## src/rtl/alu_pkg.sv

```systemverilog
// Shared ALU definitions: op-code constants, the request payload and the op legality check.
// Imported by the arbiter and by the ALU decode.
package alu_pkg;

    localparam int unsigned ALU_CTRL_W = 5;
    localparam int unsigned DATA_W     = 32;

    localparam logic [ALU_CTRL_W-1:0] ALU_AND   = 5'b00000;
    localparam logic [ALU_CTRL_W-1:0] ALU_OR    = 5'b00001;
    localparam logic [ALU_CTRL_W-1:0] ALU_ADD   = 5'b00010;
    localparam logic [ALU_CTRL_W-1:0] ALU_SUB   = 5'b00011;
    localparam logic [ALU_CTRL_W-1:0] ALU_XOR   = 5'b00100;
    localparam logic [ALU_CTRL_W-1:0] ALU_NOR   = 5'b00101;
    localparam logic [ALU_CTRL_W-1:0] ALU_SLL   = 5'b00110;
    localparam logic [ALU_CTRL_W-1:0] ALU_SLT   = 5'b00111;
    localparam logic [ALU_CTRL_W-1:0] ALU_SRA   = 5'b01000;
    localparam logic [ALU_CTRL_W-1:0] ALU_SRL   = 5'b01001;
    localparam logic [ALU_CTRL_W-1:0] ALU_SLTU  = 5'b01010;
    localparam logic [ALU_CTRL_W-1:0] ALU_NAND  = 5'b01011;
    localparam logic [ALU_CTRL_W-1:0] ALU_XNOR  = 5'b01100;
    localparam logic [ALU_CTRL_W-1:0] ALU_PASSB = 5'b01101;
    localparam logic [ALU_CTRL_W-1:0] ALU_PASSA = 5'b01110;
    localparam logic [ALU_CTRL_W-1:0] ALU_MUL   = 5'b10000;
    localparam logic [ALU_CTRL_W-1:0] ALU_ANDN  = 5'b10001;
    localparam logic [ALU_CTRL_W-1:0] ALU_ORN   = 5'b10010;
    localparam logic [ALU_CTRL_W-1:0] ALU_MINU  = 5'b10011;
    localparam logic [ALU_CTRL_W-1:0] ALU_LUI   = 5'b10100;

    // Operands and op code of one ALU request.
    typedef struct packed {
        logic [ALU_CTRL_W-1:0] ctrl;
        logic [DATA_W-1:0]     a;
        logic [DATA_W-1:0]     b;
    } alu_req_t;

    // Legal codes are the two contiguous ranges AND..PASSA and MUL..LUI.
    function automatic logic alu_op_legal(input logic [ALU_CTRL_W-1:0] op);
        return (op <= ALU_PASSA) || ((op >= ALU_MUL) && (op <= ALU_LUI));
    endfunction

endpackage

```

## src/rtl/alu_arb_rr2.sv

```systemverilog
// Two-input ALU grant logic with round-robin pointer.
// Ports: clk, reset_n; cand0/cand1 (eligible requests in);
//        grant0_c/grant1_c (one-hot-or-zero grant, combinational).
module alu_arb_rr2 #(
    parameter bit PRIORITY_RR = 1'b1
) (
    input  logic clk,
    input  logic reset_n,
    input  logic cand0,
    input  logic cand1,
    output logic grant0_c,
    output logic grant1_c
);

    // ptr = requester that wins the next tie (round-robin mode).
    logic ptr;

    // Tie goes to ptr in round-robin mode, else to requester 0.
    always_comb begin
        grant0_c = 1'b0;
        grant1_c = 1'b0;
        if (cand0 && cand1) begin
            if (PRIORITY_RR && ptr) begin
                grant1_c = 1'b1;
            end else begin
                grant0_c = 1'b1;
            end
        end else begin
            grant0_c = cand0;
            grant1_c = cand1;
        end
    end

    // After a grant to k the other requester gets the next tie.
    always_ff @(posedge clk or negedge reset_n) begin
        if (!reset_n) begin
            ptr <= 1'b0;
        end else if (PRIORITY_RR && (grant0_c || grant1_c)) begin
            ptr <= grant0_c;
        end
    end

endmodule

```

## src/rtl/alu_arbiter.sv

```systemverilog
// Shares one combinational ALU between the fetch (0) and execute (1) requesters.
// Ports: clk, reset_n; reqN_valid/ready/ctrl/a/b request side; rspN_valid/ready/
//        result/err response side; alu_control/alu_src_a/alu_src_b to the ALU,
//        alu_result back from it; clear_cnt and grant_cnt0/1 accept counters.
module alu_arbiter
    import alu_pkg::*;
#(
    parameter bit          PRIORITY_RR = 1'b1,
    parameter int unsigned CNT_W       = 16
) (
    input  logic              clk,
    input  logic              reset_n,
    input  logic              req0_valid,
    input  logic              req1_valid,
    output logic              req0_ready,
    output logic              req1_ready,
    input  logic [4:0]        req0_ctrl,
    input  logic [4:0]        req1_ctrl,
    input  logic [31:0]       req0_a,
    input  logic [31:0]       req0_b,
    input  logic [31:0]       req1_a,
    input  logic [31:0]       req1_b,
    output logic              rsp0_valid,
    output logic              rsp1_valid,
    input  logic              rsp0_ready,
    input  logic              rsp1_ready,
    output logic [31:0]       rsp0_result,
    output logic [31:0]       rsp1_result,
    output logic              rsp0_err,
    output logic              rsp1_err,
    output logic [4:0]        alu_control,
    output logic [31:0]       alu_src_a,
    output logic [31:0]       alu_src_b,
    input  logic [31:0]       alu_result,
    input  logic              clear_cnt,
    output logic [CNT_W-1:0]  grant_cnt0,
    output logic [CNT_W-1:0]  grant_cnt1
);

    logic     cand0, cand1;
    logic     grant0, grant1;
    logic     op_illegal;
    logic [DATA_W-1:0] capture_result;
    alu_req_t win_req;

    // A requester may issue only if its response slot is free or draining now;
    // reset_n gating keeps ready low while reset is held.
    assign cand0 = reset_n && req0_valid && (!rsp0_valid || rsp0_ready);
    assign cand1 = reset_n && req1_valid && (!rsp1_valid || rsp1_ready);

    alu_arb_rr2 #(
        .PRIORITY_RR (PRIORITY_RR)
    ) u_arb (
        .clk      (clk),
        .reset_n  (reset_n),
        .cand0    (cand0),
        .cand1    (cand1),
        .grant0_c (grant0),
        .grant1_c (grant1)
    );

    assign req0_ready = grant0;
    assign req1_ready = grant1;

    // Operand mux; idle ALU is parked on PASSA with zero operands.
    always_comb begin
        win_req = '{ctrl: ALU_PASSA, a: '0, b: '0};
        if (grant0) begin
            win_req = '{ctrl: req0_ctrl, a: req0_a, b: req0_b};
        end else if (grant1) begin
            win_req = '{ctrl: req1_ctrl, a: req1_a, b: req1_b};
        end
    end

    assign alu_control    = win_req.ctrl;
    assign alu_src_a      = win_req.a;
    assign alu_src_b      = win_req.b;
    assign op_illegal     = !alu_op_legal(win_req.ctrl);
    assign capture_result = op_illegal ? '0 : alu_result;

    // Response registers: accept loads new data, drain clears valid only.
    always_ff @(posedge clk or negedge reset_n) begin
        if (!reset_n) begin
            rsp0_valid  <= 1'b0;
            rsp0_result <= '0;
            rsp0_err    <= 1'b0;
            rsp1_valid  <= 1'b0;
            rsp1_result <= '0;
            rsp1_err    <= 1'b0;
        end else begin
            if (grant0) begin
                rsp0_valid  <= 1'b1;
                rsp0_result <= capture_result;
                rsp0_err    <= op_illegal;
            end else if (rsp0_ready) begin
                rsp0_valid  <= 1'b0;
            end
            if (grant1) begin
                rsp1_valid  <= 1'b1;
                rsp1_result <= capture_result;
                rsp1_err    <= op_illegal;
            end else if (rsp1_ready) begin
                rsp1_valid  <= 1'b0;
            end
        end
    end

    // Wrapping accept counters; clear wins over increment.
    always_ff @(posedge clk or negedge reset_n) begin
        if (!reset_n) begin
            grant_cnt0 <= '0;
            grant_cnt1 <= '0;
        end else if (clear_cnt) begin
            grant_cnt0 <= '0;
            grant_cnt1 <= '0;
        end else begin
            if (grant0) grant_cnt0 <= grant_cnt0 + CNT_W'(1);
            if (grant1) grant_cnt1 <= grant_cnt1 + CNT_W'(1);
        end
    end

endmodule

```

## config.mk

```make
export PLATFORM = sky130hd
export DESIGN_NAME = alu_arbiter
export DESIGN_NICKNAME = d
export VERILOG_FILES = /design/src/rtl/alu_pkg.sv /design/src/rtl/alu_arb_rr2.sv /design/src/rtl/alu_arbiter.sv
export SDC_FILE = /design/constraint.sdc
export NUM_CORES = 1
export LEC_CHECK = 0
export BUFFER_PORTS_ARGS = -buffer_cell sky130_fd_sc_hd__buf_2
export CORE_AREA = 2 2 135 137
export DETAILED_ROUTE_END_ITERATION = 16
export DIE_AREA = 0 0 137 139
export GPL_TIMING_DRIVEN = 0
export HOLD_SLACK_MARGIN = 0.03
export PLACE_DENSITY = 0.67
export SLEW_MARGIN = 20
export SYNTH_ARGS = -nofsm -noshare
export SYNTH_HDL_FRONTEND = slang
export SYNTH_SLANG_ARGS = --single-unit
export TNS_END_PERCENT = 5
```

## constraint.sdc

```tcl
create_clock -name clk -period 6.05 [get_ports clk]
set_input_delay 1.21 -clock clk [delete_from_list [all_inputs] [get_ports clk]]
set_output_delay 1.21 -clock clk [all_outputs]
set_load 0.005 [all_outputs]
```

==> key figures, run 1 <==
Setup path
  • FF-to-FF setup slack: 3.34 ns
  • CP Launch Type: input port
  • Worst path slowest cell: buf_1
  • Register-to-Register Path Depth: 9
  • Largest stage delay, worst path: 0.62 ns
  • Crit path kind: input port to output port
  • CP Max Fanout: 75
  • Critical path cell sequence: buf_6 > buf_16 > clkbuf_1 > nand2_1 > inv_2 > buf_1 > a22o_1 > buf_2
  • Reg2reg end: rsp0_result[19]$_DFFE_PN0P_
  • Crit path required time: 4.84 ns
  • Crit path capture type: output port
  • Critical R2R Launch: u_arb.ptr$_DFFE_PN0P_
  • Crit path DAT: 4.00 ns

Logic synthesis
  • Most used DFF post-synth: dfrtp_1
  • Synth Instances: 492
  • Synthesized area: 0.00503 mm²
  • Yosys top cell area share: 0.502
  • Avg Inst Size Synth: 10.2 µm²
  • Async SR Flop Fraction: 1.00
  • Post-Syn Nets: 671
  • Unique masters post-synth: 40
  • Post-synth EDFFs: 0
  • Synth Warn #: 0
  • Post-synthesis sequential area ratio: 0.502
  • Top post-synthesis cells by area: dfrtp_1 50%, a22o_1 17%, nand2_1 6.5%
  • Register bit total from synthesis: 101
  • Synth area leader: dfrtp_1

Pwr
  • Seq pwr share: 0.426
  • Switching portion of total power: 0.320
  • Peak supply drop: 0.000137 V
  • NetSw: 0.658 mW
  • PD cells: 279 mW/mm²
  • Clock Power Share: 0.275
  • Cell Int Power: 1.40 mW
  • Logic gate share of total power: 0.299
  • LEAKAGE: 3.97 nW

Detailed routing
  • Detailed-route DRC error count: 0
  • Initial DRC count: 250
  • Drt pass-1 iters: 6
  • Avg WL per Cell: 18.7 µm
  • Vias: 5,313
  • Vias per cell: 4.88
  • Routed Antenna Nets: 0
  • Routed WL: 20.3 mm

Placed design
  • IO Port Bufs: 347
  • Placer congestion estimate: 0.857
  • HPWL after DPL: 16.1 mm
  • Placed Instances: 1,069

GRT
  • First-pass GRT wire length: 30.4 mm
  • Final global-route overflow total: 0
  • Overall routing resource usage: 0.211
  • Vias in the first global route: 5,283
  • Largest net degree at the start of global routing: 76
  • Initial antenna violation count: 5

Die
  • Initial Util: 0.285
  • Die ar.: 0.0190 mm²
  • Standard-cell row count: 49
  • CORE AREA: 0.0177 mm²
  • Die outline width: 137 µm
  • Die Y-Extent: 139 µm
  • I/O pin count: 348

Clock tree
  • CTS max path bufs: 2
  • CTS clock-pin slew for the worst setup and hold paths: 0.07 ns
  • CTS tree: yes
  • Num Clock Sinks: 101
  • # Post-CTS Setup Buffers: 0
  • CTS Root Cell: clkbuf_16
  • # hold bufs at CTS: 0
  • Worst skew pair latency: 0.35 ns
  • CTS H-tree lvls: 3
  • Num CTS Buffers: 9
  • CTS resizes: 0

Cells and area
  • Area Overhead vs Synth: 46.7%
  • Most frequent cells in the layout: 355 x buf_2, 101 x dfrtp_1, 96 x a22o_1, 87 x nand2_1, 30 x o21ai_2
  • Final #Nets: 1,030
  • Post-Layout Cell Count: 1,088
  • Most common cell after layout, fill and taps aside: buf_2
  • Share of cells above drive strength 1: 0.488

Hold path
  • HP Start: rsp0_result[11]$_DFFE_PN0P_
  • Hold depth: 2
  • Tightest Hold Check Type: register to register
  • Hold Path End: rsp0_result[11]$_DFFE_PN0P_

STA
  • Max transition margin: 0.498
  • Fmax: 192 MHz
  • Post-layout min period: 5.21 ns
  • Final Cycle Share: 0.861
  • Clock skew: 0.0120 ns
  • RSZ-0062 raised after global routing: false
  • Pins Over Slew Limit: 0
  • Setup TNS: 0 ns
  • Actual slew at the worst max-slew pin: 0.753 ns
  • Fin. Hold Viols: 0
  • # setup viols final: 0

Status
  • Status: finished clean

Run
  • # Max-Cap Violations: 0
[synth_stat cells (all sizes together) (3+ instances only)]
cell,instances
dfrtp,101
a22o,96
nand2,87
o21ai,39
nor2,28
clkbuf,21
buf,14
xnor2,14
inv,12
a21oi,9
nand4,9
xor2,9
and3,7
nor3,7
or3,7
nand3,5
nand2b,3
nor2b,3
[worst max-delay path: cells and delay by family]
family,cells,cell delay [ns]
buf+inv,6,2.11
simple gates,1,0.38
compound gates,1,0.27
[metrics by stage]
step	utilization	hold WS [ns]	instance area (µm²)	worst slack, ns	power [mW]
finish	0.418	0.477	7380	0.841	2.06
global route	0.418	0.494	7380	0.514	2.18
CTS	0.418	0.476	7370	0.694	2.08
detailed placement	0.402	0.461	7090	0.691	1.51
global placement	0.400	0.457	7060	-0.493	1.50
floorplan	-	0.473	5030	2.02	1.17
[layout make-up]
| class | count | area [µm²] |
|---|---|---|
| sequential | 101 | 2530 |
| multi-input combinational | 344 | 2300 |
| tap | 229 | 287 |
| antenna | 4 | 10.0 |
| inverter | 12 | 45.0 |
| clock inverter | 5 | 42.5 |
| timing repair buffer | 348 | 1770 |
| fill | 1778 | 10300 |
| buffer | 35 | 165 |
| clock buffer | 10 | 239 |
[how the worst max path moves through the flow]
stage,start,to,slack (ns),depth (start not counted)
6_report,reset_n,alu_src_a[26],0.84,8
5_1_grt,reset_n,alu_src_a[26],0.51,8
4_1_cts,reset_n,alu_src_a[26],0.69,8
3_5_place_dp,reset_n,alu_src_a[26],0.69,8
3_3_place_gp,reset_n,alu_src_a[26],-0.49,7
2_1_floorplan,rsp1_ready,alu_src_a[15],2.02,8
[sequential cells by signal (all words and copies together), names as in the netlist]
name / flops
rsp0_err: 1
rsp1_result: 32
rsp1_valid: 1
grant_cnt1: 16
rsp1_err: 1
u_arb.ptr: 1
rsp0_valid: 1
rsp0_result: 32
grant_cnt0: 16
[cell families (layout without fill, tap and decap cells)]
| logic type | after synthesis | count (layout) | synth area share |
|---|---|---|---|
| buffers and inverters | 47 | 410 | 0.0418 |
| muxes | 1 | 1 | 0.00224 |
| other | 0 | 4 | 0 |
| xor gates and xnor gates | 23 | 23 | 0.0400 |
| adders and majority gates | 2 | 2 | 0.00497 |
| and+or+nand+nor | 163 | 163 | 0.148 |
| AOI/OAI and AO/OA | 155 | 155 | 0.261 |
| DFF | 101 | 101 | 0.502 |
[metal layers]
| metal | part of all wire | vias to the layer above | global-route usage | wire [µm] |
|---|---|---|---|---|
| li1 | - | 2505 | - | - |
| met3 | 0.063 | 22 | 0.0450 | 1280 |
| met4 | 0.017 | 2 | 0.0738 | 349 |
| met2 | 0.51 | 227 | 0.357 | 10400 |
| met1 | 0.41 | 2557 | 0.262 | 8310 |
| met5 | 0.00064 | - | 0 | 13 |
[power by group through the flow]
stage | Clock, mW | Combinational (mW) | Sequential [mW]
floorplan | 0 | 0.278 | 0.895
global placement | 0 | 0.613 | 0.885
detailed placement | 0 | 0.623 | 0.887
CTS | 0.580 | 0.626 | 0.876
global route | 0.605 | 0.680 | 0.891
finish | 0.566 | 0.615 | 0.876
(Power assumes the default switching activity.)
==> inputs of run 2 (changes only) <==
==> constraint.sdc (replaced) <==
create_clock -name clk -period 6.05 [get_ports clk]
set_input_delay 1.5125 -clock clk [delete_from_list [all_inputs] [get_ports clk]]
set_output_delay 1.5125 -clock clk [all_outputs]
set_load 0.005 [all_outputs]
==> key figures, run 2 (synthesis results as in run 1) <==
Status
  • Status: finished clean

Cells and area
  • Final design utilization: 0.418
  • Share of cells above drive strength 1: 0.489
  • Footprint of the multi-input gates: 0.00230 mm²
  • Number of fill cells: 1,777
  • Most common cell after layout, fill and taps aside: buf_2
  • Area Overhead vs Synth: 46.7%
  • Design area: 0.00738 mm²
  • Final #Nets: 1,030
  • Most frequent cells in the layout: 355 x buf_2, 101 x dfrtp_1, 96 x a22o_1, 87 x nand2_1, 30 x o21ai_2
  • Biggest registers after layout: rsp0_result (32), rsp1_result (32)
  • Register Area: 0.00253 mm²

Setup path
  • Register-to-Register Path Depth: 9
  • Reg2reg end: rsp0_result[19]$_DFFE_PN0P_
  • FF-to-FF setup slack: 3.34 ns
  • Critical R2R Launch: u_arb.ptr$_DFFE_PN0P_
  • Crit path required time: 4.54 ns
  • Crit path capture type: output port
  • CP Launch Type: input port
  • Crit path DAT: 4.19 ns
  • CP Max Fanout: 75
  • Crit path kind: input port to output port

Pwr
  • Clock Power Share: 0.275
  • Switching portion of total power: 0.320
  • PD cells: 279 mW/mm²
  • LEAKAGE: 3.97 nW
  • Peak supply drop: 0.000137 V
  • Logic gate share of total power: 0.299
  • Seq pwr share: 0.426
  • NetSw: 0.658 mW
  • Cell Int Power: 1.40 mW

Die
  • CORE AREA: 0.0177 mm²
  • Die ar.: 0.0190 mm²
  • Die outline width: 137 µm
  • Standard-cell row count: 49
  • Die Y-Extent: 139 µm
  • Initial Util: 0.285
  • I/O pin count: 348

STA
  • Max transition margin: 0.598
  • Post-layout min period: 5.70 ns
  • Fin. Hold Viols: 0
  • RSZ-0062 raised after global routing: false
  • Final Cycle Share: 0.942
  • Fmax: 176 MHz
  • Pins Over Slew Limit: 0
  • # setup viols final: 0
  • Setup ws final: 0.352 ns
  • Clock skew: 0.0120 ns
  • Actual slew at the worst max-slew pin: 0.602 ns

Clock tree
  • Worst skew pair latency: 0.35 ns
  • CTS H-tree lvls: 3
  • CTS tree: yes
  • CTS Root Cell: clkbuf_16
  • # Post-CTS Setup Buffers: 0
  • Num CTS Buffers: 9
  • CTS max path bufs: 2
  • CTS clock-pin slew for the worst setup and hold paths: 0.07 ns
  • Num Clock Sinks: 101

Hold path
  • Tightest Hold Check Type: register to register
  • HP Start: rsp0_result[11]$_DFFE_PN0P_
  • Hold depth: 2
  • Hold Path End: rsp0_result[11]$_DFFE_PN0P_

GRT
  • Final global-route overflow total: 0
  • Overall routing resource usage: 0.211
  • Initial antenna violation count: 5
  • Largest net degree at the start of global routing: 76
  • First-pass GRT wire length: 30.4 mm
  • Vias in the first global route: 5,283

Detailed routing
  • Drt pass-1 iters: 6
  • Detailed-route DRC error count: 0
  • Avg WL per Cell: 18.7 µm
  • Initial DRC count: 250
  • Routed Antenna Nets: 0
  • Vias per cell: 4.88
  • Routed WL: 20.3 mm
  • Vias: 5,313

Run
  • # Max-Cap Violations: 0

Placed design
  • IO Port Bufs: 347
  • DP Area: 0.00709 mm²
  • Placer congestion estimate: 0.857
  • Setup slack at placement: 0.0862 ns
  • HPWL after DPL: 16.1 mm
## run 2: power groups by stage
stage / logic [mW] / clock network [mW] / registers, mW
2_1_floorplan: 0.278 / 0 / 0.895
3_3_place_gp: 0.613 / 0 / 0.885
3_5_place_dp: 0.623 / 0 / 0.887
4_1_cts: 0.626 / 0.580 / 0.876
5_1_grt: 0.680 / 0.605 / 0.891
6_report: 0.615 / 0.566 / 0.876
## run 2: per-layer routing
metal | routed length, µm | GRT usage | vias up
met1 | 8310 | 0.262 | 2557
li1 | - | - | 2505
met4 | 349 | 0.0738 | 2
met3 | 1280 | 0.0450 | 22
met5 | 13 | 0 | -
met2 | 10400 | 0.357 | 227
## run 2: stage by stage
stage | hold WS [ns] | power, mW | TNS, ns | cells
floorplan | 0.473 | 1.17 | 0 | 492
detailed placement | 0.461 | 1.51 | 0 | 1069
global placement | 0.457 | 1.50 | -50.62 | 1068
CTS | 0.476 | 2.08 | 0 | 1084
finish | 0.477 | 2.06 | 0 | 1088
global route | 0.494 | 2.18 | 0 | 1088
## run 2: worst max path at each step
stage                     startpoint            end  slack, ns
after global routing         reset_n  alu_src_b[29]       0.07
after global placement       reset_n  alu_src_a[26]      -1.10
after floorplan           rsp1_ready  alu_src_a[15]       1.41
after CTS                    reset_n  alu_src_a[26]       0.09
after detailed placement     reset_n  alu_src_a[26]       0.09
final                        reset_n  alu_src_b[29]       0.35
## run 2: layout make-up
type / instances / share of cell area
Multi-Input combinational cell: 344 / 0.311
Buffer: 35 / 0.0225
Antenna cell: 4 / 0.00136
Tap cell: 229 / 0.0388
Sequential cell: 101 / 0.342
Clock inverter: 5 / 0.00576
Timing Repair Buffer: 348 / 0.240
Inverter: 12 / 0.00610
Clock buffer: 10 / 0.0324
## run 2: critical path, cell delays in order
cell and delay [ns]:
buf_6 0.26, buf_16 0.33, clkbuf_1 0.41, nand2_1 0.38, inv_2 0.34, clkbuf_1 0.50, a22o_1 0.27, buf_2 0.14
## run 2: what timing repair did
action                     CTS  global route
hold buffers                 0             0
resized for setup            0             1
setup endpoints to repair    0             1
